## src/rtl/pc_fetch_sequencer.sv

```systemverilog
// pc_fetch_sequencer: owns the program counter and sequences instruction fetches over req/ack
// and hands each instruction to decode over valid/ready, with flush/redirect support.
module pc_fetch_sequencer #(
    parameter int                    ADDR_WIDTH  = 17,
    parameter int                    INSTR_WIDTH = 16,
    parameter logic [ADDR_WIDTH-1:0] RESET_PC    = '0,
    parameter int                    INCR        = 1
) (
    input  logic                   Clock,
    input  logic                   ResetN,
    input  logic                   Enable,
    input  logic [ADDR_WIDTH-1:0]  NextPc,
    output logic [ADDR_WIDTH-1:0]  PcPlusOne,
    output logic [ADDR_WIDTH-1:0]  Pc,
    input  logic                   Flush,
    input  logic [ADDR_WIDTH-1:0]  FlushPc,
    output logic                   FetchReq,
    output logic [ADDR_WIDTH-1:0]  FetchAddr,
    input  logic                   FetchAck,
    input  logic [INSTR_WIDTH-1:0] FetchData,
    output logic                   InstrValid,
    output logic [INSTR_WIDTH-1:0] Instr,
    input  logic                   InstrReady,
    output logic [31:0]            InstrCount
);
    typedef enum logic [1:0] {IDLE, FETCH, HOLD, DRAIN} state_t;

    state_t                 state_q, state_d;
    logic [ADDR_WIDTH-1:0]  pc_q, pc_d;
    logic [INSTR_WIDTH-1:0] instr_q, instr_d;
    logic [31:0]            count_q, count_d;

    always_ff @(posedge Clock) begin
        if (!ResetN) begin
            state_q <= IDLE;
            pc_q    <= RESET_PC;
            instr_q <= '0;
            count_q <= '0;
        end else begin
            state_q <= state_d;
            pc_q    <= pc_d;
            instr_q <= instr_d;
            count_q <= count_d;
        end
    end

    // DRAIN waits out the ack of an abandoned request so it is never mistaken for the new one.
    always_comb begin
        state_d = state_q;
        unique case (state_q)
            IDLE:    state_d = Enable ? FETCH : IDLE;
            FETCH:   if (Flush) state_d = FetchAck ? FETCH : DRAIN;
                     else if (FetchAck) state_d = HOLD;
            DRAIN:   if (FetchAck) state_d = FETCH;
            HOLD:    if (Flush || InstrReady) state_d = Enable ? FETCH : IDLE;
            default: state_d = IDLE;
        endcase
    end

    // Flush redirects the PC in every state and outranks a handoff in HOLD.
    always_comb begin
        pc_d    = pc_q;
        instr_d = instr_q;
        count_d = count_q;
        if (Flush) begin
            pc_d = FlushPc;
        end else if (state_q == HOLD && InstrReady) begin
            pc_d    = NextPc;
            count_d = count_q + 32'd1;
        end
        if (state_q == FETCH && FetchAck && !Flush) instr_d = FetchData;
    end

    always_comb begin
        FetchReq   = (state_q == FETCH) || (state_q == DRAIN);
        InstrValid = (state_q == HOLD);
        Pc         = pc_q;
        FetchAddr  = pc_q;
        PcPlusOne  = pc_q + ADDR_WIDTH'(INCR);
        Instr      = instr_q;
        InstrCount = count_q;
    end
endmodule

```

## config.mk

```make
export PLATFORM = sky130hd
export DESIGN_NAME = pc_fetch_sequencer
export DESIGN_NICKNAME = d
export VERILOG_FILES = /design/src/rtl/pc_fetch_sequencer.sv
export SDC_FILE = /design/constraint.sdc
export NUM_CORES = 1
export LEC_CHECK = 0
export CAP_MARGIN = 20
export CELL_PAD_IN_SITES_DETAIL_PLACEMENT = 0
export CELL_PAD_IN_SITES_GLOBAL_PLACEMENT = 2
export CORE_MARGIN = 2
export CORE_UTILIZATION = 22
export CTS_CLUSTER_SIZE = 12
export DETAILED_ROUTE_END_ITERATION = 10
export PLACE_DENSITY = 0.76
export SLEW_MARGIN = 5
export SYNTH_ARGS = -nofsm -noshare
export SYNTH_HDL_FRONTEND = slang
export SYNTH_SLANG_ARGS = --single-unit
```

## constraint.sdc

```tcl
create_clock -name Clock -period 2.8 [get_ports Clock]
set_input_delay 0.7 -clock Clock [delete_from_list [all_inputs] [get_ports Clock]]
set_output_delay 0.7 -clock Clock [all_outputs]
set_load 0.05 [all_outputs]
```

==> impl_metrics.ini, run 1 <==
[synth]
ys_async_sr_fraction_pct = 0
yosys.cell_types.count = 30
syn_nets = 466
ys.flop_type = dfxtp_1
netlist_area_um2 = 3380
synth_edf_count = 0
yosys_register_bits = 67
yosysSeqAreaShare_pct = 39.7
syn_inst = 408
syn_avg_cell_area_um2 = 8.29
yosys_warnings = 0

[setup_path]
crit_buf_inv = 2
cp.arrival_ns = 1.93
crit_required_ns = 2.10
path_class = register to output port
cp_cell_sequence = ha_1 > nand3_1 > nor2_1 > buf_4 > nand4_1 > xnor2_2 > buf_12
cpPeakStageDelay_ns = 0.38
end_kind = output port
cp_max_fo = 7
reg2reg_slack_ns = 0.67
crit_slowest_cell = dfxtp_4
critPathLaunchType = register
r2r_start = InstrCount[11]$_SDFFE_PN0P_
cpLargestDelayFamily = simple AND/OR/NAND/NOR gates
startpoint = FetchAddr[0]$_SDFFE_PN0P_

[sta]
tightest_slew_ns = 0.646
rsz0062_at_grt = true
fin_skew_ns = 0.00563
slew_headroom_pct = 57.0
clock.fmax_ghz = 0.380
setup_violations = 0
final.min_clock_period_ns = 2.63
hold_viol = 0
post-route-period-util_pct = 94.1
fin_ws_ns = 0.165
drv_slew = 0

[drt]
wire_per_inst_um = 15.2
drc_errors = 0
dr_total_vias = 3500
viasPerCell = 4.77
drt_first_pass_iters = 4
drt_iter0_drc = 249
routed_wl_mm = 11.2
drtAntennaViolNets = 0

[floorplan]
io_pins = 157
initial_core_util_pct = 22.4
die_h_um = 128
die_area_um2 = 16400
placementRows = 45
fp.dieW_um = 128
design.core.area_um2 = 15100

[grt]
grt_pass1_wl_mm = 17.4
grt_pass1_vias = 3280
grt.overflow.total = 0
antenna_found_initial = 0
track_usage_pct = 13.7
grt_max_degree = 41

[cells_and_area]
syn2layout_area_growth_pct = 62.9
layout.nets = 599
final_common_cell = clkdlybuf4s50_1
layout-drive-gt1-share_pct = 9.91
layout_common_cells = clkdlybuf4s50_1, dfxtp_1, nand2_1, a21oi_1, nor2_1
diodes = 0

[placement]
place.gp.congestion = 0.755
port_buffers = 156
pre_cts_ws_ns = 0.140
hpwl_mm = 8.39

[power_and_ir_drop]
p_total_mw = 2.70
swShare_pct = 29.4
pwr-share-comb_pct = 23.1
seq_power_share_pct = 37.9
p_leak_nw = 1.94
powerDensity_nw_per_um2 = 490
ir_drop_uv = 221
p_int_mw = 1.90
clock_power_share_pct = 39.0
p_sw_mw = 0.794

[worst_hold_path]
hp-start = Instr[6]$_SDFFE_PN0P_
hold_class = register to register

[job]
maxCapViolCount = 0

[clocking]
cts_tree = yes
hold_buffers = 0
root_buffer = clkbuf_16
cts_sinks = 67
cts.path.max_buffers = 2
numCtsBuffers = 9
clk_latency_ns = 0.33
ctsHtreeMaxLevel = 3
clk_pin_slew_ns = 0.05

[run_status]
status = finished, final reports clean
[sequential cells by signal, indices dropped and copies added (netlist names)]
name        count
state_q         2
FetchAddr      17
InstrCount     32
Instr          16
[cell families (layout without fill, tap and decap cells)]
logic type / count (synthesis) / after routing / synth area share (%)
AO/OA/AOI/OAI: 88 / 88 / 15.7
XOR/XNOR: 20 / 20 / 5.18
adder cells (fa/ha/maj): 2 / 2 / 0.740
buffers and inverters: 52 / 189 / 7.92
flip-flops: 67 / 67 / 39.7
multiplexers: 19 / 19 / 5.62
AND/OR/NAND/NOR: 160 / 160 / 25.2
[synth_stat cells (all sizes together), types with 8 or more instances]
master | count | area (µm²)
a211oi | 17 | 128
dfxtp | 67 | 1340
o31ai | 18 | 135
nand2 | 48 | 180
xor2 | 8 | 70.1
o21ai | 9 | 45.0
nand4 | 18 | 119
nor2 | 26 | 97.6
xnor2 | 12 | 105
a21oi | 43 | 215
nand3 | 16 | 80.1
and4 | 9 | 78.8
mux2i | 19 | 190
clkbuf | 24 | 90.1
buf | 22 | 155
or4 | 18 | 135
[what timing repair did]
item / 4_1_cts / 5_1_grt
gates resized for setup: 0 / 4
setup buffers: 0 / 0
hold endpoints to repair: 0 / 0
endpoints found under the setup margin: 0 / 7
[final timing paths]
| path | end | depth (start not counted) |
|---|---|---|
| max | PcPlusOne[14] | 7 |
| min | Instr[6]$_SDFFE_PN0P_ | 2 |
| max reg2reg | InstrCount[28]$_SDFFE_PN0P_ | 4 |
| min reg2reg | Instr[6]$_SDFFE_PN0P_ | 2 |
[metrics by stage]
step / utilization, % / instance area [µm²] / cells / setup TNS (ns) / hold WS, ns
5_1_grt: 36.5 / 5510 / 733 / -0.0275 / 0.476
3_5_place_dp: 34.6 / 5220 / 718 / 0 / 0.449
6_report: 36.5 / 5510 / 733 / 0 / 0.457
2_1_floorplan: - / 3460 / 408 / -0.175 / 0.485
3_3_place_gp: 34.6 / 5220 / 718 / 0 / 0.444
4_1_cts: 36.5 / 5500 / 733 / 0 / 0.457
[layer usage]
metal  vias up  wire (µm)  GRT usage (%)
met5         -          0              0
met1      1613       4950           16.9
met3         9        895           4.80
met2       144       5200           22.7
met4         0        106           3.36
li1       1734          -              -
[worst min-delay path, cell delays in order, from the launching register on]
cell     delay, ns
dfxtp_1       0.30
nand2_1       0.05
a21oi_1       0.05
[power groups by stage]
stage | clock, mW | combinational, mW | sequential, mW
after CTS | 1.09 | 0.628 | 1.02
final | 1.05 | 0.623 | 1.02
after floorplan | 0 | 0.283 | 1.13
after global placement | 0 | 0.626 | 1.04
after global routing | 1.14 | 0.654 | 1.03
after detailed placement | 0 | 0.627 | 1.04
[final cells by class]
class                   count  area, µm²
clock buffers              13        270
clock inverters             2       10.0
fillers                  1531       9580
inverters                   6       22.5
multi-input cells         289       1860
flip-flops and latches     67       1350
well taps                 188        235
repair buffers            168       1770
No activity file was read; power rests on OpenSTA's default activity.
==> run 2: changes to the inputs <==
Settings changed: MAX_ROUTING_LAYER from default to met4.
==> impl_metrics.ini, run 2 (synthesized netlist as in run 1, its figures left out) <==
[drt]
routed_wl_mm = 11.2
drtAntennaViolNets = 0
met2WireLength_mm = 5.19
drc_errors = 0
wl_met3_um = 840
drt_first_pass_iters = 4
wire_per_inst_um = 15.2
highest_layer = met4
viasPerCell = 4.78
drt_iter0_drc = 203
dr_total_vias = 3503
met1_length_mm = 5.04

[power_and_ir_drop]
p_leak_nw = 1.94
p_total_mw = 2.70
powerDensity_nw_per_um2 = 489
ir_drop_uv = 220

[sta]
drv_slew = 0
setup_violations = 0
tightest_slew_ns = 0.622
rsz0062_at_grt = true
slew_headroom_pct = 58.5
hold_viol = 0
post-route-period-util_pct = 94.1
final.min_clock_period_ns = 2.63
clock.fmax_ghz = 0.380
fin_skew_ns = 0.00496
whs_ns = 0.455

[cells_and_area]
nFillCells = 1531
finish.instance_area_um2 = 5510
diodes = 0
final_common_cell = clkdlybuf4s50_1
layout-drive-gt1-share_pct = 9.91
syn2layout_area_growth_pct = 62.9
largest_reg_flops = 32
layout_common_cells = clkdlybuf4s50_1, dfxtp_1, nand2_1, a21oi_1, nor2_1
fin_util_pct = 36.5
layout.nets = 599
stdcell_count = 733

[grt]
grt_max_degree = 41
grt_pass1_wl_mm = 17.4
grt.overflow.total = 0
grt_pass1_vias = 3275
antenna_found_initial = 0
track_usage_pct = 14.1

[setup_path]
end_kind = output port
worstReg2RegEnd = InstrCount[24]$_SDFFE_PN0P_
path_class = register to output port
critPathLaunchType = register
cp_max_fo = 7
crit_required_ns = 2.10
reg2reg_slack_ns = 0.64
reg2regPathDepth = 4
cp.arrival_ns = 1.93
r2r_start = InstrCount[11]$_SDFFE_PN0P_

[clocking]
cts_sinks = 67
numCtsBuffers = 9
clk_pin_slew_ns = 0.05
hold_buffers = 0
ctsHtreeMaxLevel = 3
cts.path.max_buffers = 2
clk_latency_ns = 0.33
cts_tree = yes
root_buffer = clkbuf_16

[floorplan]
design.core.area_um2 = 15100
placementRows = 45
fp.dieW_um = 128
initial_core_util_pct = 22.4
die_h_um = 128
io_pins = 157
die_area_um2 = 16400

[placement]
place_area_um2 = 5220
numPlacedInstances = 718
place.gp.congestion = 0.765
hpwl_mm = 8.39
port_buffers = 156

[job]
maxCapViolCount = 0

[worst_hold_path]
hold_class = register to register
min_to = Instr[8]$_SDFFE_PN0P_
hp-start = Instr[8]$_SDFFE_PN0P_
holdPathStages = 2

[run_status]
status = finished, final reports clean
[run 2: cell counts in the layout (fill, tap and decap cells not counted)]
No cell type changed its count.
[run 2: through the flow]
stage | setup WS [ns] | setup TNS (ns)
floorplan | -0.175 | -0.175
global route | -0.0275 | -0.0275
CTS | 0.0304 | 0
detailed placement | 0.140 | 0
global placement | 0.251 | 0
finish | 0.166 | 0
[run 2: layout make-up]
cell class | instances | area [µm²] | share of cell area [%]
multi-input combinational | 289 | 1860 | 33.7
timing repair buffer | 168 | 1770 | 32.1
sequential | 67 | 1350 | 24.4
clock buffer | 13 | 270 | 4.91
tap | 188 | 235 | 4.27
inverter | 6 | 22.5 | 0.409
clock inverter | 2 | 10.0 | 0.182
[run 2: how the worst max path moves through the flow]
| stage | startpoint | to | slack (ns) | cells after the start |
|---|---|---|---|---|
| after floorplan | FetchAddr[1]$_SDFFE_PN0P_ | PcPlusOne[12] | -0.18 | 5 |
| after global placement | Flush | Instr[7]$_SDFFE_PN0P_ | 0.25 | 6 |
| after detailed placement | Flush | Instr[9]$_SDFFE_PN0P_ | 0.14 | 6 |
| after CTS | FetchAddr[1]$_SDFFE_PN0P_ | PcPlusOne[14] | 0.03 | 7 |
| after global routing | FetchAddr[1]$_SDFFE_PN0P_ | PcPlusOne[14] | -0.03 | 7 |
| final | FetchAddr[0]$_SDFFE_PN0P_ | PcPlusOne[14] | 0.17 | 7 |
[run 2: timing repair]
action | 4_1_cts | 5_1_grt
resized for setup | 0 | 4
setup buffers | 0 | 0
endpoints found under the setup margin | 0 | 7
[run 2: per-layer routing]
layer	vias to the layer above	global-route usage, %
li1	1736	-
met1	1621	17.1
met2	137	22.7
met3	9	4.59
met4	0	3.36
met5	-	-
[run 2: critical path, cell delays in order, from the launching register on]
cell	delay, ns
dfxtp_4	0.38
ha_1	0.19
nand3_1	0.14
nor2_1	0.12
buf_4	0.15
nand4_1	0.15
xnor2_2	0.29
buf_12	0.17
[run 2: where the power goes]
part	switching, mW	total (mW)	internal [mW]	leakage, nW
Clock	0.388	1.05	0.663	0.141
Combinational	0.365	0.623	0.258	1.25
Sequential	0.0384	1.02	0.983	0.546
Total	0.792	2.70	1.90	1.94
